`config.mk`:
```
export PLATFORM = sky130hd
export DESIGN_NAME = input_port_unit
export DESIGN_NICKNAME = d
export VERILOG_FILES = /design/src/rtl/input_port_unit.sv
export SDC_FILE = /design/constraint.sdc
export NUM_CORES = 1
export LEC_CHECK = 0
export CORE_MARGIN = 4
export CORE_UTILIZATION = 35
export CTS_BUF_LIST = sky130_fd_sc_hd__clkbuf_8
export DETAILED_ROUTE_END_ITERATION = 12
export GPL_TIMING_DRIVEN = 1
export PLACE_DENSITY_LB_ADDON = 0.2
export SLEW_MARGIN = 20
export SYNTH_ARGS = -nofsm -noshare
export SYNTH_HDL_FRONTEND = slang
export SYNTH_SLANG_ARGS = --single-unit
```
`constraint.sdc`:
```
create_clock -name clk -period 6.4 [get_ports clk]
set_input_delay 1.28 -clock clk [delete_from_list [all_inputs] [get_ports clk]]
set_output_delay 1.28 -clock clk [all_outputs]
set_load 0.01 [all_outputs]
```
`src/rtl/input_port_unit.sv`:
```
// Input port front end for a 3D mesh router: flit FIFO, head decode, route
// handshake with the route compute unit, wormhole outport hold and switch request.
package mesh_pkg;
  typedef enum logic [2:0] {
    LOCAL = 3'd0, EAST, WEST, NORTH, SOUTH, UP, DOWN
  } port_t;

  typedef struct packed {
    logic [1:0] x;
    logic [1:0] y;
    logic [1:0] z;
  } position_t;
endpackage

module input_port_unit #(
  parameter mesh_pkg::port_t THIS_INPORT = mesh_pkg::LOCAL,
  parameter int              FLIT_W      = 32,
  parameter int              DEPTH       = 4,
  parameter logic [7:0]      LFSR_SEED   = 8'hA5
) (
  input  logic                                  clk,
  input  logic                                  rst_n,
  input  logic [FLIT_W-1:0]                     in_flit_i,
  input  logic                                  in_valid_i,
  output logic                                  in_ready_o,
  output logic [$bits(mesh_pkg::position_t)-1:0] rcu_dest_o,
  output logic                                  rcu_rand_o,
  input  mesh_pkg::port_t                       rcu_outport_i,
  output logic                                  sa_req_o,
  output mesh_pkg::port_t                       sa_port_o,
  input  logic                                  sa_grant_i,
  output logic [FLIT_W-1:0]                     flit_o,
  output logic                                  flit_valid_o,
  output logic                                  err_o
);
  import mesh_pkg::*;

  localparam int             POS_W    = $bits(position_t);
  localparam int             AW       = $clog2(DEPTH);
  localparam logic [AW:0]    FULL_CNT = (AW+1)'(DEPTH);

  if (FLIT_W < 2 + POS_W || DEPTH < 2 || (DEPTH & (DEPTH - 1)) != 0 ||
      LFSR_SEED == 8'h00 || THIS_INPORT > DOWN) begin : g_param_check
    $error("input_port_unit: illegal parameterisation");
  end

  typedef enum logic [1:0] {IDLE, ROUTE, ACTIVE} state_e;

  logic [FLIT_W-1:0] mem_q [DEPTH];
  logic [AW-1:0]     wr_ptr_q, wr_ptr_d, rd_ptr_q, rd_ptr_d;
  logic [AW:0]       count_q, count_d;
  logic [7:0]        lfsr_q, lfsr_d;
  state_e            state_q;
  logic [POS_W-1:0]  dest_q;
  port_t             out_port_q;
  logic [FLIT_W-1:0] flit_q;
  logic              flit_valid_q, err_q;

  logic              push, pop, pop_discard, pop_grant, fifo_empty;
  logic [FLIT_W-1:0] head_flit;
  logic [1:0]        head_type;

  assign fifo_empty = (count_q == '0);
  assign in_ready_o = (count_q != FULL_CNT);
  assign push       = in_valid_i && in_ready_o;
  assign head_flit  = mem_q[rd_ptr_q];
  assign head_type  = head_flit[1:0];

  // Type bit 0 marks a head (HEAD/HEADTAIL); bit 1 marks a tail (TAIL/HEADTAIL).
  always_comb begin
    // NOTE: defaults first so every path assigns the outputs and no latch is inferred.
    pop_discard = 1'b0;
    pop_grant   = 1'b0;
    if (!fifo_empty) begin
      if (state_q == IDLE && !head_type[0]) pop_discard = 1'b1;
      if (state_q == ACTIVE && sa_grant_i)  pop_grant   = 1'b1;
    end
  end

  assign pop = pop_discard | pop_grant;

  always_comb begin
    wr_ptr_d = wr_ptr_q + AW'(push);
    rd_ptr_d = rd_ptr_q + AW'(pop);
    count_d  = count_q;
    case ({push, pop})
      2'b10:   count_d = count_q + 1'b1;
      2'b01:   count_d = count_q - 1'b1;
      default: count_d = count_q;
    endcase
    lfsr_d = {1'b0, lfsr_q[7:1]} ^ (lfsr_q[0] ? 8'hB8 : 8'h00);
  end

  // NOTE: storage carries no reset; pointers and count alone define valid entries.
  always_ff @(posedge clk) begin
    if (push) mem_q[wr_ptr_q] <= in_flit_i;
  end

  always_ff @(posedge clk or negedge rst_n) begin
    if (!rst_n) begin
      wr_ptr_q <= '0;
      rd_ptr_q <= '0;
      count_q  <= '0;
      lfsr_q   <= LFSR_SEED;
    end else begin
      // NOTE: non-blocking so every register samples pre-edge values.
      wr_ptr_q <= wr_ptr_d;
      rd_ptr_q <= rd_ptr_d;
      count_q  <= count_d;
      lfsr_q   <= lfsr_d;
    end
  end

  always_ff @(posedge clk or negedge rst_n) begin
    if (!rst_n) begin
      state_q      <= IDLE;
      dest_q       <= '0;
      out_port_q   <= LOCAL;
      flit_q       <= '0;
      flit_valid_q <= 1'b0;
      err_q        <= 1'b0;
    end else begin
      flit_valid_q <= 1'b0;
      err_q        <= 1'b0;
      case (state_q)
        IDLE: begin
          if (!fifo_empty) begin
            if (head_type[0]) begin
              dest_q  <= head_flit[2 +: POS_W];
              state_q <= ROUTE;
            end else begin
              err_q <= 1'b1;
            end
          end
        end
        ROUTE: begin
          out_port_q <= rcu_outport_i;
          state_q    <= ACTIVE;
        end
        ACTIVE: begin
          // Outport stays latched for the whole packet until the tail leaves.
          if (pop_grant) begin
            flit_q       <= head_flit;
            flit_valid_q <= 1'b1;
            if (head_type[1]) state_q <= IDLE;
          end
        end
        default: state_q <= IDLE;
      endcase
    end
  end

  assign rcu_dest_o   = dest_q;
  assign rcu_rand_o   = lfsr_q[0];
  assign sa_req_o     = (state_q == ACTIVE) && !fifo_empty;
  assign sa_port_o    = out_port_q;
  assign flit_o       = flit_q;
  assign flit_valid_o = flit_valid_q;
  assign err_o        = err_q;
endmodule

```
==> flow_summary.ini <==
[clock_network]
clk_pin_slew_ns = 0.08
cts.sinks = 188
clock_path_buffers = 2
postCtsSetupBuffers = 0
hold_buffers = 0
cts_tree = done
cts_max_level = 4
root_buffer = clkbuf_8
cts-buffers-inserted = 17
cts_resized = 0
clock_latency_ns = 0.45

[detailed_routing]
wl_um = 12600
wl_met3_um = 792
top_layer_used = met5
wl_met1_um = 5450
via_count = 3175
drt_iter0_markers = 151
wl_per_cell_um = 18.4
ant_nets = 0
drc = 0
first_pass_iters = 4
dr_wl_met2_um = 6240
vias_per_cell = 4.64

[logic_synthesis]
ys_ff_latch = 188
ys.flop_type = edfxtp_1
synth_cells = 311
synthDistinctLibCells = 34
synth_area_mm2 = 0.00707
syn_nets = 354
yosysSeqAreaShare_pct = 75.7
yosysWarnings = 0
async_flop_share_pct = 31.9
synth_edf_count = 128
syn_avg_cell_area_um2 = 22.7

[layout]
drive_gt1_share_pct = 27.4
diodes = 0
stdcell_count = 685
nets = 450
fin_util_pct = 44.1
synthToLayoutAreaGrowth_pct = 22.5

[hold_path]
min_path_type = flip-flop to flip-flop

[die]
die_w_um = 150
dieHeight_um = 150
core.rowCount = 51
io_pins = 85
die_area_mm2 = 0.0225
core_area_mm2 = 0.0197
initial_core_util_pct = 36.0

[grt]
grt_overflow_total = 0
grt_pass1_wl_um = 19500
antenna_found_initial = 1
grt_max_degree = 61
first_global_vias = 3393
track_usage_pct = 11.8

[worst_setup_path]
rrSetupSlack_ns = 3.30
cp-start-kind = input port
path_max_fanout = 33
worstPathArrival_ns = 3.90
crit_path_end_kind = flip-flop
cp.required_ns = 6.77
path_class = input port to flip-flop

[power_and_ir_drop]
power.density_mw_per_mm2 = 469
vdd_drop_max_v = 0.000146
p_leak_nw = 3.15

[placement]
portBuffers = 84
pre_cts_ws_ns = 2.37
dp_hpwl_um = 7330
dp_cells = 653
globalplace.congestion = 0.654

[timing]
slew_headroom_pct = 28.1
tns_ns = 0
min_period_ns = 3.53
setup_violations = 0
hold_violations = 0
finalCritPeriodShare_pct = 55.1
max_freq_ghz = 0.284
setup_ws_ns = 2.87
slew_violations = 0
worstMarginPinSlew_ns = 1.08
rsz0062_at_grt = false
skew_ns = 0.0152

[status]
outcome = completed

[job]
cap_violations = 0
[kinds of logic after synthesis]
kind of cell    count (synthesis)  synth area share [%]
flops                         188                  75.7
mux                            73                  18.7
simple gates                   19                  1.98
buf+inv                        17                  1.66
xor+xnor                        8                 0.991
fa+ha+maj                       4                 0.814
compound gates                  2                 0.177
[synth_stat cells (2+ instances only)]
cell type / n / area [um2]
inv_2: 3 / 11.3
dfstp_2: 4 / 105
nor3_1: 2 / 10.0
mux4_1: 4 / 105
nand2b_1: 2 / 12.5
mux4_2: 28 / 631
mux2_4: 34 / 510
edfxtp_1: 128 / 3840
nor2_1: 3 / 11.3
ha_1: 3 / 37.5
mux2_2: 3 / 33.8
dfrtp_1: 56 / 1400
xor2_1: 7 / 61.3
buf_6: 7 / 78.8
inv_1: 3 / 11.3
nor3b_1: 2 / 15.0
mux2_1: 3 / 33.8
clkbuf_1: 3 / 11.3
[placed cells by master (no fill, tap or decap), types with 5 or more instances in the layout]
master           instances
edfxtp_1               128
inv_1                    6
mux2_4                  34
buf_4                    5
xor2_1                   7
bufinv_16                6
dfrtp_1                 54
clkbuf_8                17
mux4_2                  28
clkdlybuf4s50_1         83
[worst max-delay path: stages]
cell and delay, ns:
clkdlybuf4s50_1 0.49, nand3_2 0.08, inv_2 0.78, or2_1 0.24, ha_1 0.18, inv_1 0.06
fa_1 0.37, xor2_1 0.15, nor2_1 0.10, xor2_1 0.15
[final timing paths]
path	cells after the start	end	start
max in group asynchronous	1	rd_ptr_q[0]	rst_n
min in group asynchronous	1	lfsr_q[1]	rst_n
worst min register to register	0	lfsr_q[0]	lfsr_q[1]
worst max-delay path	10	count_q[2]	sa_grant_i
worst max register to register	10	count_q[2]	rd_ptr_q[0]
worst min-delay path	0	lfsr_q[0]	lfsr_q[1]
[area by class of cell]
cell class | instances | area [um2]
multi-input combinational | 106 | 1620
sequential | 188 | 5350
tap | 265 | 332
timing repair buffer | 88 | 868
clock inverter | 15 | 230
clock buffer | 17 | 234
inverter | 6 | 22.5
fill | 1735 | 11000
[registers in the layout, indices dropped and copies added (netlist names), 2 cells and up]
| register | cells |
|---|---|
| flit_o | 32 |
| count_q | 3 |
| lfsr_q | 8 |
| state_q | 2 |
| rd_ptr_q | 2 |
| wr_ptr_q | 2 |
| mem_q | 128 |
| rcu_dest_o | 6 |
| sa_port_o | 3 |
[stage by stage]
step | instance area [um2] | power, mW | hold WS [ns]
2_1_floorplan | 7070 | 2.71 | 0.333
3_3_place_gp | 8200 | 3.21 | 0.338
3_5_place_dp | 8200 | 3.24 | 0.342
4_1_cts | 8660 | 4.14 | 0.369
5_1_grt | 8660 | 4.30 | 0.376
6_report | 8660 | 4.06 | 0.363
[routing by layer]
metal | vias up | global-route usage (%)
met5 | - | 0
met4 | 2 | 3.43
met3 | 9 | 4.79
met2 | 78 | 18.9
met1 | 1673 | 14.8
li1 | 1413 | -
[power by group]
group,internal (mW),switching [mW]
clock network,0.498,0.396
registers,1.66,0.189
logic,0.790,0.532
total,2.94,1.12
Power figures use the tool's default switching activity.
